===== src/rtl/fbuf_pkg.sv =====
`default_nettype none
// ============================================================================
// Module      : fbuf_pkg
// Description : Shared defaults and types for the frame-buffer arbiter.
// Revision    : 1.0 - initial release
// ============================================================================
package fbuf_pkg;

   // Frame-buffer word address width and 4:4:4 RGB pixel width
   localparam int C_ADDR_W = 15;
   localparam int C_DATA_W = 12;

   // Source of the RAM read issued in the previous cycle
   typedef enum logic [1:0] {
      OWN_NONE = 2'd0,
      OWN_VID  = 2'd1,
      OWN_DRW  = 2'd2
   } owner_e;

endpackage : fbuf_pkg
`default_nettype wire


===== src/rtl/fbuf_wbuf.sv =====
`default_nettype none
// ============================================================================
// Module      : fbuf_wbuf
// Description : One-entry draw write buffer. Holds a draw write that could
//               not reach the RAM because scanout owned it; retires into the
//               RAM on the first cycle scanout is idle. Exists only when
//               FBUF_WRITE_BUFFER_EN is defined.
// Revision    : 1.0 - initial release
// ============================================================================
`ifdef FBUF_WRITE_BUFFER_EN
module fbuf_wbuf #(
   parameter int ADDR_W = 15,
   parameter int DATA_W = 12
) (
   input  logic              clk,
   input  logic              rst,
   input  logic              load,
   input  logic [ADDR_W-1:0] load_addr,
   input  logic [DATA_W-1:0] load_data,
   input  logic              retire,
   input  logic [ADDR_W-1:0] lookup_addr,
   output logic              valid,
   output logic [ADDR_W-1:0] addr,
   output logic [DATA_W-1:0] data,
   output logic              hit
);

   logic              r_valid;
   logic [ADDR_W-1:0] r_addr;
   logic [DATA_W-1:0] r_data;

   // Load only happens while empty and retire only while full, so they never collide
   always_ff @(posedge clk or posedge rst) begin
      if (rst) begin
         r_valid <= 1'b0;
         r_addr  <= '0;
         r_data  <= '0;
      end else if (load) begin
         r_valid <= 1'b1;
         r_addr  <= load_addr;
         r_data  <= load_data;
      end else if (retire) begin
         r_valid <= 1'b0;
      end
   end

   assign valid = r_valid;
   assign addr  = r_addr;
   assign data  = r_data;
   assign hit   = r_valid & (r_addr == lookup_addr);

endmodule : fbuf_wbuf
`endif
`default_nettype wire


===== src/rtl/fbuf_arbiter.sv =====
`default_nettype none
// ============================================================================
// Module      : fbuf_arbiter
// Description : Single-port frame-buffer RAM arbiter. Scanout reads always
//               win and are issued in the same cycle; the draw engine gets
//               the leftover cycles. Read data returns one cycle after issue
//               and is routed by an owner register. Defining
//               FBUF_WRITE_BUFFER_EN adds a one-entry draw write buffer.
// Revision    : 1.0 - initial release
// ============================================================================
module fbuf_arbiter
   import fbuf_pkg::*;
#(
   parameter int ADDR_W = C_ADDR_W,
   parameter int DATA_W = C_DATA_W
) (
   input  logic              clk,
   input  logic              rst,
   input  logic              vid_req,
   input  logic [ADDR_W-1:0] vid_addr,
   output logic              vid_rvalid,
   output logic [DATA_W-1:0] vid_rdata,
   input  logic              drw_req,
   input  logic              drw_we,
   input  logic [ADDR_W-1:0] drw_addr,
   input  logic [DATA_W-1:0] drw_wdata,
   output logic              drw_gnt,
   output logic              drw_rvalid,
   output logic [DATA_W-1:0] drw_rdata,
   output logic [ADDR_W-1:0] ram_addr,
   output logic              ram_we,
   output logic [DATA_W-1:0] ram_wdata,
   input  logic [DATA_W-1:0] ram_rdata,
   output logic [15:0]       stall_cnt
);

   logic              w_vid_issue;
   logic              w_drw_gnt;
   logic              w_drw_rd;
   logic              w_ram_wr;
   logic [ADDR_W-1:0] w_wr_addr;
   logic [DATA_W-1:0] w_wr_data;
   logic [ADDR_W-1:0] w_ram_addr;
   logic [DATA_W-1:0] w_ram_wdata;
   logic              w_hit_pend;
   logic [DATA_W-1:0] w_hit_data;

   owner_e            r_owner;
   logic [ADDR_W-1:0] r_last_addr;
   logic [DATA_W-1:0] r_last_wdata;
   logic [15:0]       r_stall;

   // Reset blocks every issue so the RAM port stays quiet while rst is high
   assign w_vid_issue = ~rst & vid_req;

`ifdef FBUF_WRITE_BUFFER_EN
   logic              w_buf_valid;
   logic [ADDR_W-1:0] w_buf_addr;
   logic [DATA_W-1:0] w_buf_data;
   logic              w_buf_hit;
   logic              w_retire;
   logic              w_load;
   logic              w_hit_rd;
   logic              r_hit_pend;
   logic [DATA_W-1:0] r_hit_data;

   fbuf_wbuf #(
      .ADDR_W (ADDR_W),
      .DATA_W (DATA_W)
   ) u_wbuf (
      .clk         (clk),
      .rst         (rst),
      .load        (w_load),
      .load_addr   (drw_addr),
      .load_data   (drw_wdata),
      .retire      (w_retire),
      .lookup_addr (drw_addr),
      .valid       (w_buf_valid),
      .addr        (w_buf_addr),
      .data        (w_buf_data),
      .hit         (w_buf_hit)
   );

   // Draw grant with buffer: writes need an empty buffer, buffered-address
   // reads are served from the buffer, other reads need a free RAM cycle
   always_comb begin
      w_retire  = ~rst & w_buf_valid & ~vid_req;
      w_drw_gnt = 1'b0;
      if (!rst && drw_req) begin
         if (drw_we)
            w_drw_gnt = ~w_buf_valid;
         else if (w_buf_hit)
            w_drw_gnt = 1'b1;
         else
            w_drw_gnt = ~vid_req & ~w_retire;
      end
      w_load   = w_drw_gnt & drw_we;
      w_hit_rd = w_drw_gnt & ~drw_we & w_buf_hit;
      w_drw_rd = w_drw_gnt & ~drw_we & ~w_buf_hit;
      w_ram_wr = w_retire;
      w_wr_addr = w_buf_addr;
      w_wr_data = w_buf_data;
   end

   // Buffer-hit reads return one cycle later, like RAM reads
   always_ff @(posedge clk or posedge rst) begin
      if (rst) begin
         r_hit_pend <= 1'b0;
         r_hit_data <= '0;
      end else begin
         r_hit_pend <= w_hit_rd;
         r_hit_data <= w_buf_data;
      end
   end

   assign w_hit_pend = r_hit_pend;
   assign w_hit_data = r_hit_data;
`else
   // Draw grant without buffer: any draw access waits for a scanout-free cycle
   always_comb begin
      w_drw_gnt = ~rst & drw_req & ~vid_req;
      w_drw_rd  = w_drw_gnt & ~drw_we;
      w_ram_wr  = w_drw_gnt & drw_we;
      w_wr_addr = drw_addr;
      w_wr_data = drw_wdata;
   end

   assign w_hit_pend = 1'b0;
   assign w_hit_data = '0;
`endif

   // RAM port mux; with nothing issued the address and write data hold
   always_comb begin
      w_ram_addr  = r_last_addr;
      w_ram_wdata = r_last_wdata;
      if (w_vid_issue) begin
         w_ram_addr = vid_addr;
      end else if (w_ram_wr) begin
         w_ram_addr  = w_wr_addr;
         w_ram_wdata = w_wr_data;
      end else if (w_drw_rd) begin
         w_ram_addr = drw_addr;
      end
   end

   // Owner of the read in flight, held RAM port values and saturating stall count
   always_ff @(posedge clk or posedge rst) begin
      if (rst) begin
         r_owner      <= OWN_NONE;
         r_last_addr  <= '0;
         r_last_wdata <= '0;
         r_stall      <= '0;
      end else begin
         if (w_vid_issue)
            r_owner <= OWN_VID;
         else if (w_drw_rd)
            r_owner <= OWN_DRW;
         else
            r_owner <= OWN_NONE;
         r_last_addr  <= w_ram_addr;
         r_last_wdata <= w_ram_wdata;
         if (drw_req && !w_drw_gnt && (r_stall != 16'hFFFF))
            r_stall <= r_stall + 16'd1;
      end
   end

   assign drw_gnt    = w_drw_gnt;
   assign ram_addr   = w_ram_addr;
   assign ram_we     = w_ram_wr;
   assign ram_wdata  = w_ram_wdata;
   assign stall_cnt  = r_stall;

   assign vid_rvalid = (r_owner == OWN_VID);
   assign vid_rdata  = (r_owner == OWN_VID) ? ram_rdata : '0;
   assign drw_rvalid = (r_owner == OWN_DRW) | w_hit_pend;
   assign drw_rdata  = w_hit_pend              ? w_hit_data :
                       (r_owner == OWN_DRW)    ? ram_rdata  : '0;

endmodule : fbuf_arbiter
`default_nettype wire


===== config.mk =====
export PLATFORM = sky130hd
export DESIGN_NAME = fbuf_arbiter
export DESIGN_NICKNAME = d
export VERILOG_FILES = /design/src/rtl/fbuf_pkg.sv /design/src/rtl/fbuf_wbuf.sv /design/src/rtl/fbuf_arbiter.sv
export SDC_FILE = /design/constraint.sdc
export NUM_CORES = 1
export LEC_CHECK = 0
export BUFFER_PORTS_ARGS = -buffer_cell sky130_fd_sc_hd__buf_2
export CAP_MARGIN = 0
export CORE_MARGIN = 4
export CORE_UTILIZATION = 48
export DETAILED_ROUTE_END_ITERATION = 8
export PLACE_DENSITY = 0.92
export SLEW_MARGIN = 20
export SYNTH_ARGS = -nofsm -noshare
export SYNTH_HDL_FRONTEND = slang
export SYNTH_SLANG_ARGS = --single-unit
export TNS_END_PERCENT = 10

===== constraint.sdc =====
create_clock -name clk -period 2.7 [get_ports clk]
set_clock_uncertainty 0.15 [all_clocks]
set_input_delay 0.27 -clock clk [delete_from_list [all_inputs] [get_ports clk]]
set_output_delay 0.27 -clock clk [all_outputs]
set_load 0.01 [all_outputs]

After elaboration in Yosys (flattened, before gate mapping)
Index checks and enable logic that the tools add are counted.
{ "word_totals": {"in_bits": 59, "word_cells": 28, "output_inout_bits": 71, "reg_bits": 45} }
{ "op_classes": {"n_addsub": 1, "bitwise": 8, "reduce_logical": 3, "n_eq_ne": 3, "n_mux": 9} }
{ "op_table": {"columns": ["cell", "count"], "rows": [
  ["2-to-1 mux 12 bit", 4],
  ["2-to-1 mux 15 bit", 3],
  ["adder 16 x 1 -> 16 bit, second input constant", 1],
  ["inequality test 16 bit, second input constant", 1],
  ["bitwise AND 1 bit", 5],
  ["2-to-1 mux 2 bit", 2],
  ["inverter 1 bit", 3],
  ["== test 2 x 1 -> 1 bit, second input constant", 1],
  ["== test 2 bit, second input constant", 1],
  ["logical AND 1 bit", 2],
  ["logical NOT 1 bit", 1]
]} }

Logic depth before layout (Yosys ltp)
Gate-level depths: netlist (run 1).
{ "depth": {"word_depth": 7, "depth_mapped": 7, "depth_no_buf": 5} }

Least setup slack after synthesis (run 1)
OpenSTA, ideal clock, no wires.
{ "synth_path": {"path_kind": "input port to output port", "startpoint": "input port rst", "endpoint": "output port ram_wdata[10]", "required_ns": 2.280, "t_arrival_ns": 1.594, "slack_ns": 0.686, "path_stages": 7, "path_cell_list": "buf_2 -> nand2b_1 -> nor2_1 -> and2_1 -> buf_2 -> buf_4 -> mux2_1"} }
{ "synth_between": {"elab_chain_cells": 6, "word_cells_on_any_way": 7} }
{ "synth_rtl": {"columns": ["item", "line", "rtl"], "rows": [
  ["from (decl)", "fbuf_arbiter.sv:18", "input logic rst,"],
  ["inverter 1 bit", "fbuf_arbiter.sv:121", "w_drw_gnt = ~rst & drw_req & ~vid_req;"],
  ["bitwise AND 1 bit (2 in a row)", "fbuf_arbiter.sv:121", null],
  ["named net drw_gnt", "fbuf_arbiter.sv:27", "output logic drw_gnt,"],
  ["bitwise AND 1 bit", "fbuf_arbiter.sv:123", "w_ram_wr = w_drw_gnt & drw_we;"],
  ["named net ram_we", "fbuf_arbiter.sv:31", "output logic ram_we,"],
  ["2-to-1 mux 12 bit", "fbuf_arbiter.sv:138", "end else if (w_ram_wr) begin"],
  ["2-to-1 mux 12 bit", "fbuf_arbiter.sv:136", "if (w_vid_issue) begin"],
  ["to (decl)", "fbuf_arbiter.sv:32", "output logic [DATA_W-1:0] ram_wdata,"]
]} }
The timed path passes the listed nets, and every way through them passes these cells.

Worst setup path after layout (run 1)
{ "layout_path": {"startpoint": "input port drw_we", "endpoint": "output port ram_wdata[0]"} }
{ "layout_between": {"elab_chain_cells": 3} }
{ "layout_rtl": {"columns": ["item", "line", "rtl"], "rows": [
  ["from (decl)", "fbuf_arbiter.sv:24", "input logic drw_we,"],
  ["bitwise AND 1 bit", "fbuf_arbiter.sv:123", null],
  ["2-to-1 mux 12 bit", "fbuf_arbiter.sv:138", null],
  ["2-to-1 mux 12 bit", "fbuf_arbiter.sv:136", null]
]} }
Every way passes these cells.

==> metrics.yaml, run 1 <==
run_status:
  status: "completed"
power_and_ir_drop:
  clock_power_share_pct: 23.0
  power.leakage_nw: 1.64
  powerDensity_mw_per_mm2: 590
  vdd.ir_drop.worst_uv: 406
  seqPwrFrac_pct: 49.0
  p_int_w: 0.00124
  p_switching_w: 0.000597
  combPwrFrac_pct: 28.0
  power_w: 0.00184
  switching_share_pct: 32.5
setup_path:
  cp_slowest_cell: "dlygate4sd3_1"
  worstPathMaxFanout: 13
  slowest_delay_ns: 0.52
  cp-start-kind: "input pin"
  worstPathRequired_ns: 2.28
  reg2reg_depth: 4
  worst_path_most_repeated_cell: "buf_2"
  r2r-end: "stall_cnt[14]"
  critPathArrivalTime_ns: 1.93
  rr_startpoint: "stall_cnt[8]"
  cp_cell_sequence: "dlygate4sd3_1 > buf_2 > and2_1 > mux2_2 > buf_2"
  regToRegSetupSlack_ns: 0.73
  startpoint: "drw_we"
  path_class: "in2out"
  cp-end-kind: "output port"
synthesis:
  syn_avg_cell_area_sq_um: 10.7
  synth_compound_area_share_pct: 12.5
  yosysUniqueCellTypes: 36
  synth-seq-cells: 45
  synth_ff_type: "dfrtp_1"
  synthAdderAreaFrac_pct: 0.541
  syn_area_sq_mm: 0.00231
  netlist_instances: 217
  synth_enable_flop_cells: 0
  synth_xor_area_share_pct: 5.30
  synth.mux.area_fraction_pct: 6.97
  syn_nets: 277
  synthSimpleGateAreaFrac_pct: 23.3
  yosys_warnings: 0
  synth_top_family_by_area: "simple AND/OR/NAND/NOR gates"
  postSynth.asyncResetShare_pct: 100
  ys_seq_area_share_pct: 48.6
finish:
  final_core_util_pct: 66.4
  fin_area_sq_mm: 0.00311
  register_area_sq_mm: 0.00113
  num_antenna_cells: 0
  nets: 407
  area_growth_syn_to_layout_pct: 34.5
  drive_gt1_share_pct: 46.7
  final_common_cell: "buf_2"
  fill_cells: 376
  final_cell_mix: "buf_2, dfrtp_1, and2_1"
  multi_input_area_sq_mm: 0.00113
global_route:
  grt_antenna_before_repair: 0
  grt_max_degree: 46
  grt.total_usage_pct: 21.2
  grt_pass1_wl_um: 10300
  grt-ovfl-total: 0
  grt_pass1_vias: 2187
hold_path:
  min_path_type: "in2reg"
  holdPathStages: 2
  hold-path-endpoint: "r_last_wdata[3]"
  min_from: "drw_wdata[3]"
placement:
  port_buffers: 129
  dpl-instance-area_sq_mm: 0.00301
  gp_congestion: 0.784
  dp.final_hpwl_um: 4630
die:
  dieArea_sq_mm: 0.00600
  core_region_area_sq_mm: 0.00469
  initial_core_util_pct: 49.3
  die_h_um: 77.4
  rows: 25
  num_io_pins: 130
  die_x_um: 77.4
cts:
  post_cts_resized: 0
  clkSinkCount: 45
  clock_path_buffers: 2
  clkLatencyLatePin_ns: 0.29
  h-tree-depth: 2
  numCtsBuffers: 5
  path_clk_slew_ns: 0.08
  cts_tree: "yes"
  clockRootBuffer: "clkbuf_8"
sta:
  max_freq_mhz: 425
  holdWs_ns: 0.0706
  hold_viol: 0
  setup_viol: 0
  period_needed_ns: 2.35
  max-slew-margin-rel_pct: 39.0
  grt_setup_unrepaired: "false"
  final.setup.tns_ns: 0
  tightest_slew_ns: 0.913
  post-route-period-util_pct: 87.1
  maxSlewViolCount: 0
route:
  post-route-drc-count: 0
  via_count: 2133
  avgRoutedWirePerCell_um: 15.1
  viasPerCell: 5.32
  drtIter0Drc: 66
  ant_nets: 0
  routed_wl_um: 6070
  dr.pass1.iters: 4
run:
  drv_cap: 0
-- layout make-up --
class                   count  area share (%)
flip-flops and latches     45            36.2
multi-input cells         157            36.2
repair buffers            135            22.3
well taps                  54            2.17
clock inverters             1           0.241
inverters                   3           0.362
clock buffers               6            2.65
-- registers in the layout (all words and copies together), names as in the netlist --
name          flops
r_last_addr      15
stall_cnt        16
r_last_wdata     12
r_owner           2
-- routing by layer --
layer | global-route usage [%] | wire length [um] | up-vias
li1 | - | - | 1021
met1 | 24.7 | 2300 | 991
met2 | 35.7 | 3000 | 113
met3 | 8.12 | 694 | 8
met4 | 7.12 | 81 | 0
met5 | 0 | 0 | -
-- repair_timing --
item	CTS	global route
endpoints found under the hold margin	1	0
hold buffers	1	0
buffers inserted	0	0
-- cells in the mapped netlist (3+ instances only) --
| cell | count | area share, % |
|---|---|---|
| xor2_1 | 12 | 4.5 |
| inv_1 | 3 | 0.49 |
| mux2_1 | 3 | 1.5 |
| nor2b_1 | 19 | 5.1 |
| nand2_1 | 6 | 0.97 |
| nor2_1 | 3 | 0.49 |
| mux2_2 | 10 | 4.9 |
| and2_1 | 25 | 6.8 |
| a21oi_1 | 16 | 3.5 |
| a22oi_1 | 15 | 4.9 |
| o21ai_0 | 15 | 3.2 |
| clkbuf_1 | 8 | 1.3 |
| nand3_1 | 4 | 0.86 |
| dfrtp_1 | 45 | 49 |
| nor4_1 | 3 | 0.81 |
| nor3_1 | 5 | 1.1 |
-- stage by stage --
step                      worst slack, ns  instances
after floorplan                     0.686        217
after global placement              0.646        393
after detailed placement            0.598        393
after CTS                           0.334        401
after global routing                0.244        401
final                               0.348        401
-- how the worst max path moves through the flow --
stage                                to  cells past startpoint
after global placement     ram_wdata[0]                      5
after detailed placement   ram_wdata[2]                      5
after floorplan           ram_wdata[10]                      7
after global routing       ram_wdata[2]                      5
after CTS                  ram_wdata[2]                      5
final                      ram_wdata[0]                      5
-- power groups by stage --
| stage | Combinational [W] | Sequential, W | Clock [W] |
|---|---|---|---|
| after floorplan | 0.000277 | 0.000913 | 0 |
| after global placement | 0.000501 | 0.000903 | 0 |
| after detailed placement | 0.000518 | 0.000913 | 0 |
| after CTS | 0.000522 | 0.000900 | 0.000440 |
| after global routing | 0.000573 | 0.000925 | 0.000466 |
| final | 0.000515 | 0.000900 | 0.000423 |
-- critical path, delay by kind of cell --
family        cells  cell delay, ns
simple gates      1            0.47
buf+inv           3            0.78
mux               1            0.41
-- kinds of logic after synthesis --
group / Yosys count
AND/OR/NAND/NOR: 79
AO/OA/AOI/OAI: 49
flip-flops: 45
buffers and inverters: 15
XOR/XNOR: 14
multiplexers: 14
adder cells (fa/ha/maj): 1
(Power assumes the default switching activity.)
==> run 2, diff against run 1 <==
--- a/config.mk
+++ b/config.mk
@@ -5,12 +5,12 @@
 export SDC_FILE = /design/constraint.sdc
 export NUM_CORES = 1
 export LEC_CHECK = 0
-export BUFFER_PORTS_ARGS = -buffer_cell sky130_fd_sc_hd__buf_2
 export CAP_MARGIN = 0
 export CORE_MARGIN = 4
-export CORE_UTILIZATION = 48
+export CORE_UTILIZATION = 55
 export DETAILED_ROUTE_END_ITERATION = 8
-export PLACE_DENSITY = 0.92
+export DONT_BUFFER_PORTS = 1
+export PLACE_DENSITY = 0.76
 export SLEW_MARGIN = 20
 export SYNTH_ARGS = -nofsm -noshare
 export SYNTH_HDL_FRONTEND = slang
==> metrics.yaml, run 2 (same netlist as run 1, synthesis figures left out) <==
global_route:
  use_met1_pct: 22.5
  grt_pass1_vias: 1734
  grt_antenna_before_repair: 0
  grt-ovfl-total: 0
  grt_busiest_layer: "met2"
  grt_max_degree: 46
  grt.total_usage_pct: 21.4
  use_met2_pct: 40.7
  grt_use_met3_pct: 6.75
  grt_pass1_wl_um: 8690
die:
  core_region_area_sq_mm: 0.00403
  die_x_um: 72.9
  initial_core_util_pct: 57.5
  num_io_pins: 130
  die_h_um: 72.9
  dieArea_sq_mm: 0.00531
  rows: 23
finish:
  drive_gt1_share_pct: 14.2
  fin_area_sq_mm: 0.00247
  final_core_util_pct: 61.4
  area_growth_syn_to_layout_pct: 6.81
  largest_reg_flops: 16
  final_cell_mix: "dfrtp_1, and2_1, nor2b_1"
  fin_cells: 268
  nets: 277
  num_antenna_cells: 0
  final_common_cell: "dfrtp_1"
  fill_cells: 338
setup_path:
  timing.critical_path.buf_inv: 0
  rr_startpoint: "stall_cnt[2]"
  startpoint: "rst"
  cp_slowest_cell: "and2_1"
  slowest_delay_ns: 0.59
  cpLargestDelayFamily: "simple AND/OR/NAND/NOR gates"
  cp_cell_sequence: "nand2b_1 > nor2_1 > and2_1 > mux2_2"
  cp-end-kind: "output port"
  path_class: "in2out"
  worstPathRequired_ns: 2.28
  critPathArrivalTime_ns: 1.69
  cp-start-kind: "input pin"
  worstPathMaxFanout: 20
power_and_ir_drop:
  powerDensity_mw_per_mm2: 689
  p_int_w: 0.00116
  power.leakage_nw: 1.08
  clock_power_share_pct: 26.3
  power_w: 0.00170
  switching_share_pct: 32.0
  seqPwrFrac_pct: 54.9
  p_switching_w: 0.000545
  vdd.ir_drop.worst_uv: 487
  combPwrFrac_pct: 18.8
cts:
  cts_hold_buf: 3
  numCtsBuffers: 5
  h-tree-depth: 2
  clkLatencyLatePin_ns: 0.29
  postCtsSetupBuffers: 0
  clkSinkCount: 45
  clock_path_buffers: 2
  post_cts_resized: 0
  path_clk_slew_ns: 0.08
  clockRootBuffer: "clkbuf_8"
  cts_tree: "yes"
route:
  post-route-drc-count: 0
  ant_nets: 0
  drtIter0Drc: 84
  avgRoutedWirePerCell_um: 21.0
  dr.pass1.iters: 4
  viasPerCell: 6.31
  via_count: 1690
  routed_wl_um: 5640
sta:
  max-slew-margin-rel_pct: 39.9
  tightest_slew_ns: 0.900
  grt_setup_unrepaired: "false"
  hold_viol: 0
  period_needed_ns: 2.11
  maxSlewViolCount: 0
  post-route-period-util_pct: 78.2
  setup_viol: 0
  max_freq_mhz: 474
  final.setup.tns_ns: 0
hold_path:
  min_path_type: "in2reg"
  min_from: "drw_wdata[1]"
placement:
  port_buffers: 0
  place_inst: 257
  dpl-instance-area_sq_mm: 0.00234
  gp_congestion: 0.733
  dp.final_hpwl_um: 4280
run:
  drv_cap: 0
run_status:
  status: "completed"
run 2: path summary, 6_finish.rpt:
check,to,slack (ns),depth (start not counted)
max,ram_wdata[9],0.59,4
min,r_last_wdata[1],0.03,1
max reg2reg,stall_cnt[14],0.71,4
min reg2reg,r_last_wdata[8],0.40,1
max in group asynchronous,r_last_addr[3],1.34,2
min in group asynchronous,r_last_wdata[7],0.50,2
run 2: per-layer routing:
| metal | vias up | routed length [um] |
|---|---|---|
| met5 | - | 0 |
| met4 | 0 | 30 |
| met3 | 5 | 539 |
| met2 | 90 | 3180 |
| met1 | 836 | 1890 |
| li1 | 759 | - |
run 2: worst register-to-register path, stage by stage (launching register included):
cell,delay (ns)
dfrtp_1,0.56
nand4_4,0.18
or4_4,0.54
nor3_2,0.12
mux2_1,0.33
run 2: power groups by stage:
stage | registers, W | clock network (W) | logic, W
after floorplan | 0.000913 | 0 | 0.000277
after global placement | 0.000934 | 0 | 0.000308
after detailed placement | 0.000948 | 0 | 0.000321
after CTS | 0.000934 | 0.000463 | 0.000325
after global routing | 0.000951 | 0.000488 | 0.000360
final | 0.000935 | 0.000449 | 0.000320
run 2: area by class of cell:
class	instances	area, sq um	area share, %
inverters	3	11.3	0.455
well taps	50	62.6	2.53
repair buffers	5	45.0	1.82
multi-input cells	157	1130	45.5
clock buffers	7	96.3	3.90
clock inverters	1	5.00	0.202
flip-flops and latches	45	1130	45.5
run 2: through the flow:
step / hold slack, ns / setup WS, ns
6_report: 0.0337 / 0.589
4_1_cts: 0.0244 / 0.574
3_3_place_gp: 0.195 / 0.616
2_1_floorplan: 0.191 / 0.686
5_1_grt: 0.0225 / 0.514
3_5_place_dp: 0.199 / 0.578
